==> src/rtl/riscv_pkg.sv <==
// Shared fetch-path types and constants for the RV32 front end.
package riscv_pkg;
   localparam int unsigned XLEN = 32;
   localparam int unsigned ILEN = 32;
   localparam logic [ILEN-1:0] NOP_INSTR = 32'h0000_0013;

   typedef struct packed {
      logic [XLEN-1:0] pc;
      logic [ILEN-1:0] instr;
   } fetch_entry_t;
endpackage

==> src/rtl/fetch_fifo.sv <==
// Small synchronous FIFO with clear; head is presented combinationally.
module fetch_fifo
   import riscv_pkg::*;
#(
   parameter int unsigned DEPTH = 2,
   parameter int unsigned WIDTH = 64,
   localparam int unsigned CW = $clog2(DEPTH + 1)
) (
   input  logic             clk,
   input  logic             reset,
   input  logic             clear,
   input  logic             push,
   input  logic [WIDTH-1:0] push_data,
   input  logic             pop,
   output logic [WIDTH-1:0] head,
   output logic [CW-1:0]    count,
   output logic             empty,
   output logic             full
);
   localparam int unsigned AW = (DEPTH > 1) ? $clog2(DEPTH) : 1;

   logic [WIDTH-1:0] mem_q [2**AW];
   logic [AW-1:0]    wr_ptr_q, wr_ptr_d, rd_ptr_q, rd_ptr_d;
   logic [CW-1:0]    count_q, count_d;
   logic             do_push, do_pop;

   assign empty   = (count_q == '0);
   assign full    = (count_q == CW'(DEPTH));
   assign count   = count_q;
   assign head    = mem_q[rd_ptr_q];
   assign do_push = push && !full && !clear;
   assign do_pop  = pop && !empty && !clear;

   always_comb begin
      wr_ptr_d = wr_ptr_q;
      rd_ptr_d = rd_ptr_q;
      count_d  = count_q;
      if (clear) begin
         wr_ptr_d = '0;
         rd_ptr_d = '0;
         count_d  = '0;
      end else begin
         if (do_push) wr_ptr_d = wr_ptr_q + AW'(1);
         if (do_pop)  rd_ptr_d = rd_ptr_q + AW'(1);
         count_d = count_q + CW'(do_push) - CW'(do_pop);
      end
   end

   always_ff @(posedge clk) begin
      if (reset) begin
         wr_ptr_q <= '0;
         rd_ptr_q <= '0;
         count_q  <= '0;
      end else begin
         wr_ptr_q <= wr_ptr_d;
         rd_ptr_q <= rd_ptr_d;
         count_q  <= count_d;
      end
      if (do_push) mem_q[wr_ptr_q] <= push_data;
   end
endmodule

==> src/rtl/if_fetch.sv <==
// Instruction fetch stage + IF/ID register with credit-limited imem requests and flush on redirect.
// Optional IF_PERF_CNT_EN adds the IF_BUBBLE_CNT bubble counter output.
module if_fetch
   import riscv_pkg::*;
#(
   parameter logic [31:0] RESET_PC   = 32'h0000_0000,
   parameter int unsigned BUF_DEPTH  = 2,
   parameter int unsigned MAX_OUTSTD = 2
) (
   input  logic        clk,
   input  logic        reset,
   output logic        imem_req_valid,
   input  logic        imem_req_ready,
   output logic [31:0] imem_req_addr,
   input  logic        imem_rsp_valid,
   input  logic [31:0] imem_rsp_data,
   input  logic        STALL_ID,
   input  logic        PCSrc_EX,
   input  logic [31:0] BRANCH_TARGET_EX,
   output logic [31:0] PC_ID,
   output logic [31:0] INSTRUCTION_ID,
`ifdef IF_PERF_CNT_EN
   output logic [31:0] IF_BUBBLE_CNT,
`endif
   output logic        VALID_ID
);
   localparam int unsigned BCW = $clog2(BUF_DEPTH + 1);
   localparam int unsigned OCW = $clog2(MAX_OUTSTD + 1);

   fetch_entry_t    buf_head, rsp_entry, id_q, id_d;
   logic            valid_id_q, valid_id_d;
   logic [XLEN-1:0] fetch_pc_q, fetch_pc_d, tag_pc;
   logic [OCW-1:0]  drop_cnt_q, drop_cnt_d, outstanding;
   logic [BCW-1:0]  buf_count;
   logic            buf_push, buf_pop, buf_clear, buf_empty, buf_full;
   logic            tag_empty, tag_full;
   logic            req_fire, rsp_live, bubble_load;

   // Credit rule: outstanding requests always have a FIFO slot reserved.
   assign imem_req_valid = !reset && !PCSrc_EX && !tag_full &&
                           ((32'(buf_count) + 32'(outstanding)) < BUF_DEPTH);
   assign imem_req_addr  = fetch_pc_q;
   assign req_fire       = imem_req_valid && imem_req_ready;
   assign rsp_live       = imem_rsp_valid && (drop_cnt_q == '0);
   assign rsp_entry      = '{pc: tag_pc, instr: imem_rsp_data};

   fetch_fifo #(.DEPTH(BUF_DEPTH), .WIDTH($bits(fetch_entry_t))) u_rsp_buf (
      .clk(clk), .reset(reset), .clear(buf_clear),
      .push(buf_push), .push_data(rsp_entry), .pop(buf_pop),
      .head(buf_head), .count(buf_count), .empty(buf_empty), .full(buf_full)
   );

   fetch_fifo #(.DEPTH(MAX_OUTSTD), .WIDTH(XLEN)) u_tag_q (
      .clk(clk), .reset(reset), .clear(1'b0),
      .push(req_fire), .push_data(fetch_pc_q), .pop(imem_rsp_valid),
      .head(tag_pc), .count(outstanding), .empty(tag_empty), .full(tag_full)
   );

   always_comb begin
      fetch_pc_d  = fetch_pc_q;
      drop_cnt_d  = drop_cnt_q;
      id_d        = id_q;
      valid_id_d  = valid_id_q;
      buf_push    = 1'b0;
      buf_pop     = 1'b0;
      buf_clear   = 1'b0;
      bubble_load = 1'b0;
      if (PCSrc_EX) begin
         fetch_pc_d = {BRANCH_TARGET_EX[XLEN-1:2], 2'b00};
         buf_clear  = 1'b1;
         valid_id_d = 1'b0;
         id_d.instr = NOP_INSTR;
         // Everything still in flight is stale, except a response consumed this cycle.
         drop_cnt_d = outstanding - OCW'(imem_rsp_valid);
      end else begin
         if (req_fire) fetch_pc_d = fetch_pc_q + 32'd4;
         if (imem_rsp_valid && !rsp_live) drop_cnt_d = drop_cnt_q - OCW'(1);
         if (STALL_ID) begin
            buf_push = rsp_live;
         end else if (!buf_empty) begin
            buf_pop    = 1'b1;
            buf_push   = rsp_live;
            id_d       = buf_head;
            valid_id_d = 1'b1;
         end else if (rsp_live) begin
            id_d       = rsp_entry;
            valid_id_d = 1'b1;
         end else begin
            valid_id_d  = 1'b0;
            id_d.instr  = NOP_INSTR;
            bubble_load = 1'b1;
         end
      end
   end

   always_ff @(posedge clk) begin
      if (reset) begin
         fetch_pc_q <= RESET_PC;
         drop_cnt_q <= '0;
         id_q       <= '{pc: '0, instr: NOP_INSTR};
         valid_id_q <= 1'b0;
      end else begin
         fetch_pc_q <= fetch_pc_d;
         drop_cnt_q <= drop_cnt_d;
         id_q       <= id_d;
         valid_id_q <= valid_id_d;
      end
   end

   assign PC_ID          = id_q.pc;
   assign INSTRUCTION_ID = id_q.instr;
   assign VALID_ID       = valid_id_q;

`ifdef IF_PERF_CNT_EN
   logic [31:0] bubble_cnt_q, bubble_cnt_d;

   always_comb begin
      bubble_cnt_d = bubble_cnt_q;
      if (bubble_load && (bubble_cnt_q != '1)) bubble_cnt_d = bubble_cnt_q + 32'd1;
   end

   always_ff @(posedge clk) begin
      if (reset) bubble_cnt_q <= '0;
      else       bubble_cnt_q <= bubble_cnt_d;
   end

   assign IF_BUBBLE_CNT = bubble_cnt_q;
`else
   logic unused_bubble;
   assign unused_bubble = bubble_load;
`endif

   logic unused_bits;
   assign unused_bits = ^{tag_empty, buf_full, BRANCH_TARGET_EX[1:0]};
endmodule
==> config.mk <==
export PLATFORM = sky130hd
export DESIGN_NAME = if_fetch
export DESIGN_NICKNAME = d
export VERILOG_FILES = /design/src/rtl/riscv_pkg.sv /design/src/rtl/fetch_fifo.sv /design/src/rtl/if_fetch.sv
export SDC_FILE = /design/constraint.sdc
export NUM_CORES = 1
export LEC_CHECK = 0
export CAP_MARGIN = 20
export CORE_ASPECT_RATIO = 0.8
export CORE_UTILIZATION = 54
export CTS_BUF_LIST = sky130_fd_sc_hd__clkbuf_16
export CTS_CLUSTER_SIZE = 10
export DETAILED_ROUTE_END_ITERATION = 12
export PLACE_DENSITY = 0.75
export SYNTH_ARGS = -nofsm -noshare
export SYNTH_HDL_FRONTEND = slang
export SYNTH_SLANG_ARGS = --single-unit
==> constraint.sdc <==
create_clock -name clk -period 13.8 [get_ports clk]
set_clock_uncertainty 0.2 [all_clocks]
set_input_delay 4.14 -clock clk [delete_from_list [all_inputs] [get_ports clk]]
set_output_delay 4.14 -clock clk [all_outputs]
set_load 0.05 [all_outputs]
==> impl_metrics.ini, run 1 <==
[logic_synthesis]
ff_latch_count_synth = 289
yosysWarnings = 0
synth_compound_area_frac = 0.102
synth_top_area_frac = 0.470
syn-instance-count = 919
dominant_combinational_cell_family_by_area_after_synthesis = simple AND/OR/NAND/NOR gates
yosys.area_share.adder = 0.00915
edff_count_synth = 184
syn_area_per_cell_sq_um = 12.8
netlist-cell-type-count = 59
synth.yosys.seq_area_share = 0.649
synth_area_sq_um = 11800
synth_mux_area_frac = 0.0877
synth_xor_xnor_area_share = 0.00968
ys_async_sr_fraction = 0
library_cell_with_the_largest_summed_area_after_synthesis = edfxtp_1
post_synth_and_or_nand_nor_area_fraction = 0.115
yosys-top-cells-area = edfxtp_1 (47%), dfxtp_1 (18%), mux2_2 (6.1%)
synth_ff_type = edfxtp_1

[cells_and_area]
nets = 1143
synthToLayoutAreaGrowth_pct = 23.5
share_of_cells_above_drive_strength_1 = 0.119
post_layout_nonfiller_instances = 1359
antenna-diode-count = 0
top_library_cells_by_usage_in_the_layout_fill_and_taps_aside = edfxtp_1 (184), clkdlybuf4s50_1 (159), dfxtp_1 (103)
mostFrequentLayoutCell = edfxtp_1
num-fill-cells = 1473

[power_and_ir_drop]
power_leakage_uw = 0.00481
totalPowerFinal_uw = 2040
max-vdd-ir-drop_mv = 0.0801
pwr_density_cell_nw_per_um2 = 140

[sta]
totalNegativeSetupSlack_ns = 0
achievable_freq_ghz = 0.0896
timing_worst_slew_pin_value_ns = 1.08
rsz0062_at_grt = false
timing_hold_violations_final = 0
final-max-slew-violation-count = 0
postLayoutSetupSlackWorst_ns = 2.64
relSlewSlack = 0.280
post-route-min-period_ns = 11.16
setup_violations = 0
timing.final.crit_share = 0.809

[setup_path]
cp_cell_sequence = clkdlybuf4s50_1 > buf_4 > or2_2 > nor4_1 > clkdlybuf4s50_1
cp_max_fo = 38
start_kind = primary input
timing.reg2reg.worst_path_depth = 7
rrSetupSlack_ns = 9.28
worstSetupPathType = primary input to output pin
crit_top_cell = clkdlybuf4s50_1
crit_path_end_kind = output pin
slowest_stage_cell_cp = clkdlybuf4s50_1
worstReg2RegEnd = u_tag_q.mem_q[1][25]
critical_path.max_stage_delay_ns = 0.88
r2r_start = u_tag_q.count[0]
worst_ep_arrival_time_ns = 6.82
required_time_of_the_critical_path_ns = 9.46

[hold_path]
worst_hold_path_type = flop to flop
hp-start = PC_ID[13]
hold_path_depth = 2
hold-path-endpoint = PC_ID[13]

[clocking]
h_tree_levels = 2
cts_made_buffers = 34
cts_tree = built
holdBufCountCts = 0
clock_sinks = 289
cts.reportedPaths.clkPinSlew_ns = 0.05
post_cts.resized_instances = 0
clk-insertion-delay-late_ns = 0.50
cts_root_buf = clkbuf_16
postCtsSetupBuffers = 0
cts_max_path_buffers = 3

[global_route]
antenna_found_initial = 0
global_route_wire_length_before_repair_um = 42400
largest_net_degree_at_the_start_of_global_routing = 73
grt_use_total = 0.243
grt_overflow = 0
first_global_vias = 7901

[placed_design]
dp_hpwl_um = 16500
port_buffer_cells = 161
dp.cells = 1298
routabilityCongestion = 0.829
dpl_worst_slack_ns = 2.66

[floorplanning]
core-area_sq_um = 21000
die_w_um = 167
design.die.area_sq_um = 22400
die_y_um = 134
initial_core_util = 0.560
floorplan.rows = 47
design.portCount = 168

[detailed_routing]
ant_nets = 0
detail_route.first_pass.iterations = 5
drc = 0
detail_route.iter0.violations = 672
drt-vias-per-instance = 5.89
route.final.wire_length_um = 26900
wire_per_inst_um = 19.8
detailroute.via_count = 8000

[run]
maxCapViolCount = 0

[run_status]
outcome = finished, final reports clean
-- critical path, delay by kind of cell --
family / cells / cell delay [ns]
buffers and inverters: 3 / 1.54
AND/OR/NAND/NOR: 2 / 1.10
-- power by group --
group | internal, uW | leakage (uW) | switching [uW]
Combinational | 102 | 0.00171 | 154
Sequential | 965 | 0.00254 | 36.8
Clock | 455 | 0.000569 | 324
Total | 1520 | 0.00481 | 515
-- state kept, by name (all words and copies together) (netlist names), named ones only --
name and cells:
u_rsp_buf.mem_q 124, imem_req_addr 30, u_tag_q.mem_q 60, PC_ID 30, u_rsp_buf.wr_ptr_q 1, u_rsp_buf.count 2
u_tag_q.wr_ptr_q 1, VALID_ID 1, u_tag_q.rd_ptr_q 1, drop_cnt_q 2, INSTRUCTION_ID 32, u_tag_q.count 2
u_rsp_buf.rd_ptr_q 1
-- stage by stage --
step	cell area, sq um	hold WS [ns]	utilization
2_1_floorplan	11800	0.280	-
3_3_place_gp	13500	0.242	0.645
3_5_place_dp	13500	0.247	0.645
4_1_cts	14500	0.254	0.692
5_1_grt	14500	0.268	0.692
6_report	14500	0.251	0.692
-- cells by family (layout without fill, tap and decap cells) --
family | after synthesis | in the layout
flops | 289 | 289
simple gates | 264 | 264
compound gates | 173 | 173
mux | 95 | 95
buf+inv | 76 | 244
xor+xnor | 13 | 13
fa+ha+maj | 8 | 8
other cells | 1 | 4
-- metal layers --
| layer | vias up | GRT usage | share of wire |
|---|---|---|---|
| met2 | 282 | 0.382 | 0.46 |
| met3 | 67 | 0.0342 | 0.056 |
| met4 | 0 | 0.0952 | 0.031 |
| met5 | - | 0 | 0 |
| li1 | 3796 | - | - |
| met1 | 3855 | 0.344 | 0.45 |
-- area by class of cell --
type,count,area [sq um],share of cell area
Sequential cell,289,7630,0.525
Multi-Input combinational cell,557,3860,0.266
Timing Repair Buffer,171,1680,0.115
Clock buffer,35,876,0.0603
Tap cell,269,337,0.0232
Clock inverter,26,103,0.00706
Inverter,12,45.0,0.00310
-- synthesized netlist by cell type, types with 10 or more instances --
cell / n
mux2_2: 64
nand3_1: 16
nor3_1: 39
o21ai_0: 10
nand2_1: 99
inv_1: 12
a21oi_1: 46
nor2_1: 26
clkbuf_1: 46
mux2i_1: 31
a221oi_1: 32
xnor2_1: 11
nor2b_1: 31
a31oi_1: 16
dfxtp_1: 105
o211ai_1: 35
edfxtp_1: 184
-- how the worst max path moves through the flow --
stage / startpoint / cells after the start / end / slack [ns]
after floorplan: PCSrc_EX / 3 / u_rsp_buf.mem_q[0][0] / 2.44
after global placement: PCSrc_EX / 5 / imem_req_valid / 2.66
after detailed placement: PCSrc_EX / 5 / imem_req_valid / 2.66
after CTS: PCSrc_EX / 5 / imem_req_valid / 2.65
after global routing: PCSrc_EX / 5 / imem_req_valid / 2.49
final: PCSrc_EX / 5 / imem_req_valid / 2.64
Power figures use the tool's default switching activity.
==> inputs of run 2 (changes only) <==
Clock period 13.8 ns to 10.95 ns, I/O delays scaled along.
==> impl_metrics.ini, run 2 (same netlist as run 1, synthesis figures left out) <==
[setup_path]
worstSetupPathType = primary input to output pin
cp_max_fo = 35
worstReg2RegEnd = u_tag_q.mem_q[1][22]
rrSetupSlack_ns = 6.36
required_time_of_the_critical_path_ns = 7.47
timing.reg2reg.worst_path_depth = 7
worst_ep_arrival_time_ns = 5.68
r2r_start = u_tag_q.count[0]
crit_path_end_kind = output pin
start_kind = primary input

[floorplanning]
design.die.area_sq_um = 22400
initial_core_util = 0.560
die_w_um = 167
die_y_um = 134
core-area_sq_um = 21000
design.portCount = 168
floorplan.rows = 47

[hold_path]
hold_path_depth = 2
hp-start = PC_ID[27]
worst_hold_path_type = flop to flop
hold-path-endpoint = PC_ID[27]

[clocking]
cts_made_buffers = 34
cts_max_path_buffers = 3
clk-insertion-delay-late_ns = 0.49
h_tree_levels = 2
clock_sinks = 289
cts_root_buf = clkbuf_16
cts.reportedPaths.clkPinSlew_ns = 0.05
postCtsSetupBuffers = 0
holdBufCountCts = 0
post_cts.resized_instances = 0
cts_tree = built

[detailed_routing]
drt-vias-per-instance = 5.88
detail_route.first_pass.iterations = 5
ant_nets = 0
route.final.wire_length_um = 26800
drc = 0
detail_route.iter0.violations = 588
wire_per_inst_um = 19.8
detailroute.via_count = 7981

[cells_and_area]
synthToLayoutAreaGrowth_pct = 23.5
antenna-diode-count = 0
share_of_cells_above_drive_strength_1 = 0.119
mostFrequentLayoutCell = edfxtp_1
num-fill-cells = 1489
largest_register_ffs = 124
nets = 1143
top_library_cells_by_usage_in_the_layout_fill_and_taps_aside = edfxtp_1 (184), clkdlybuf4s50_1 (159), dfxtp_1 (103)
top_register = u_rsp_buf.mem_q

[placed_design]
routabilityCongestion = 0.828
dp_hpwl_um = 16300
port_buffer_cells = 161

[sta]
timing_worst_slew_pin_value_ns = 1.13
timing_hold_violations_final = 0
achievable_freq_ghz = 0.109
setup_violations = 0
relSlewSlack = 0.241
totalNegativeSetupSlack_ns = 0
timing.final.crit_share = 0.837
rsz0062_at_grt = false
final_layout_worst_hold_slack_ns = 0.250
post-route-min-period_ns = 9.16
final-max-slew-violation-count = 0

[power_and_ir_drop]
power_leakage_uw = 0.00481
pwr_density_cell_nw_per_um2 = 177
max-vdd-ir-drop_mv = 0.140

[global_route]
first_global_vias = 7863
grt_overflow = 0
antenna_found_initial = 0
largest_net_degree_at_the_start_of_global_routing = 91
global_route_wire_length_before_repair_um = 42400
grt_use_total = 0.244

[run_status]
outcome = finished, final reports clean

[run]
maxCapViolCount = 0
[run 2: cell count changes in the layout (fill, tap and decap cells not counted)]
cell / before / now
inv_1: 37 / 36
[run 2: stage by stage]
step	power [uW]	instance area, sq um	std cells	worst slack, ns	util
after floorplan	1490	11800	922	0.450	-
after global placement	1600	13500	1298	1.75	0.645
after detailed placement	1600	13500	1298	1.79	0.645
after CTS	2580	14500	1358	1.77	0.692
after global routing	2660	14500	1358	1.64	0.692
final	2560	14500	1358	1.79	0.692
[run 2: area by class of cell]
type	instances	area (sq um)	share of cell area
timing repair buffer	171	1680	0.115
multi-input combinational	557	3860	0.266
clock buffer	35	876	0.0603
clock inverter	25	98.8	0.00681
sequential	289	7630	0.526
inverter	12	45.0	0.00310
tap	269	337	0.0232
[run 2: worst max-delay path by stage]
stage | from | end | slack [ns] | cells after the start
after global placement | PCSrc_EX | imem_req_valid | 1.75 | 4
after global routing | PCSrc_EX | imem_req_valid | 1.64 | 4
after detailed placement | PCSrc_EX | imem_req_valid | 1.79 | 4
final | PCSrc_EX | imem_req_valid | 1.79 | 4
after floorplan | PCSrc_EX | u_rsp_buf.mem_q[0][0] | 0.45 | 3
after CTS | PCSrc_EX | imem_req_valid | 1.77 | 4
[run 2: layer usage]
layer  track usage  up-vias  wire length, um
li1              -     3787                -
met3        0.0345       56             1470
met5             0        -                0
met2         0.404      296            12600
met4        0.0869        0              755
met1         0.330     3842            12000
[run 2: report_power, final]
group / leakage, uW / switching (uW) / internal [uW]
Sequential: 0.00254 / 46.4 / 1220
Clock: 0.000564 / 406 / 573
Combinational: 0.00171 / 194 / 128
[run 2: worst max-delay path: stages]
cell and delay [ns]:
clkdlybuf4s50_1 0.42, or2_2 0.59, nor4_1 0.49, clkdlybuf4s50_1 0.89
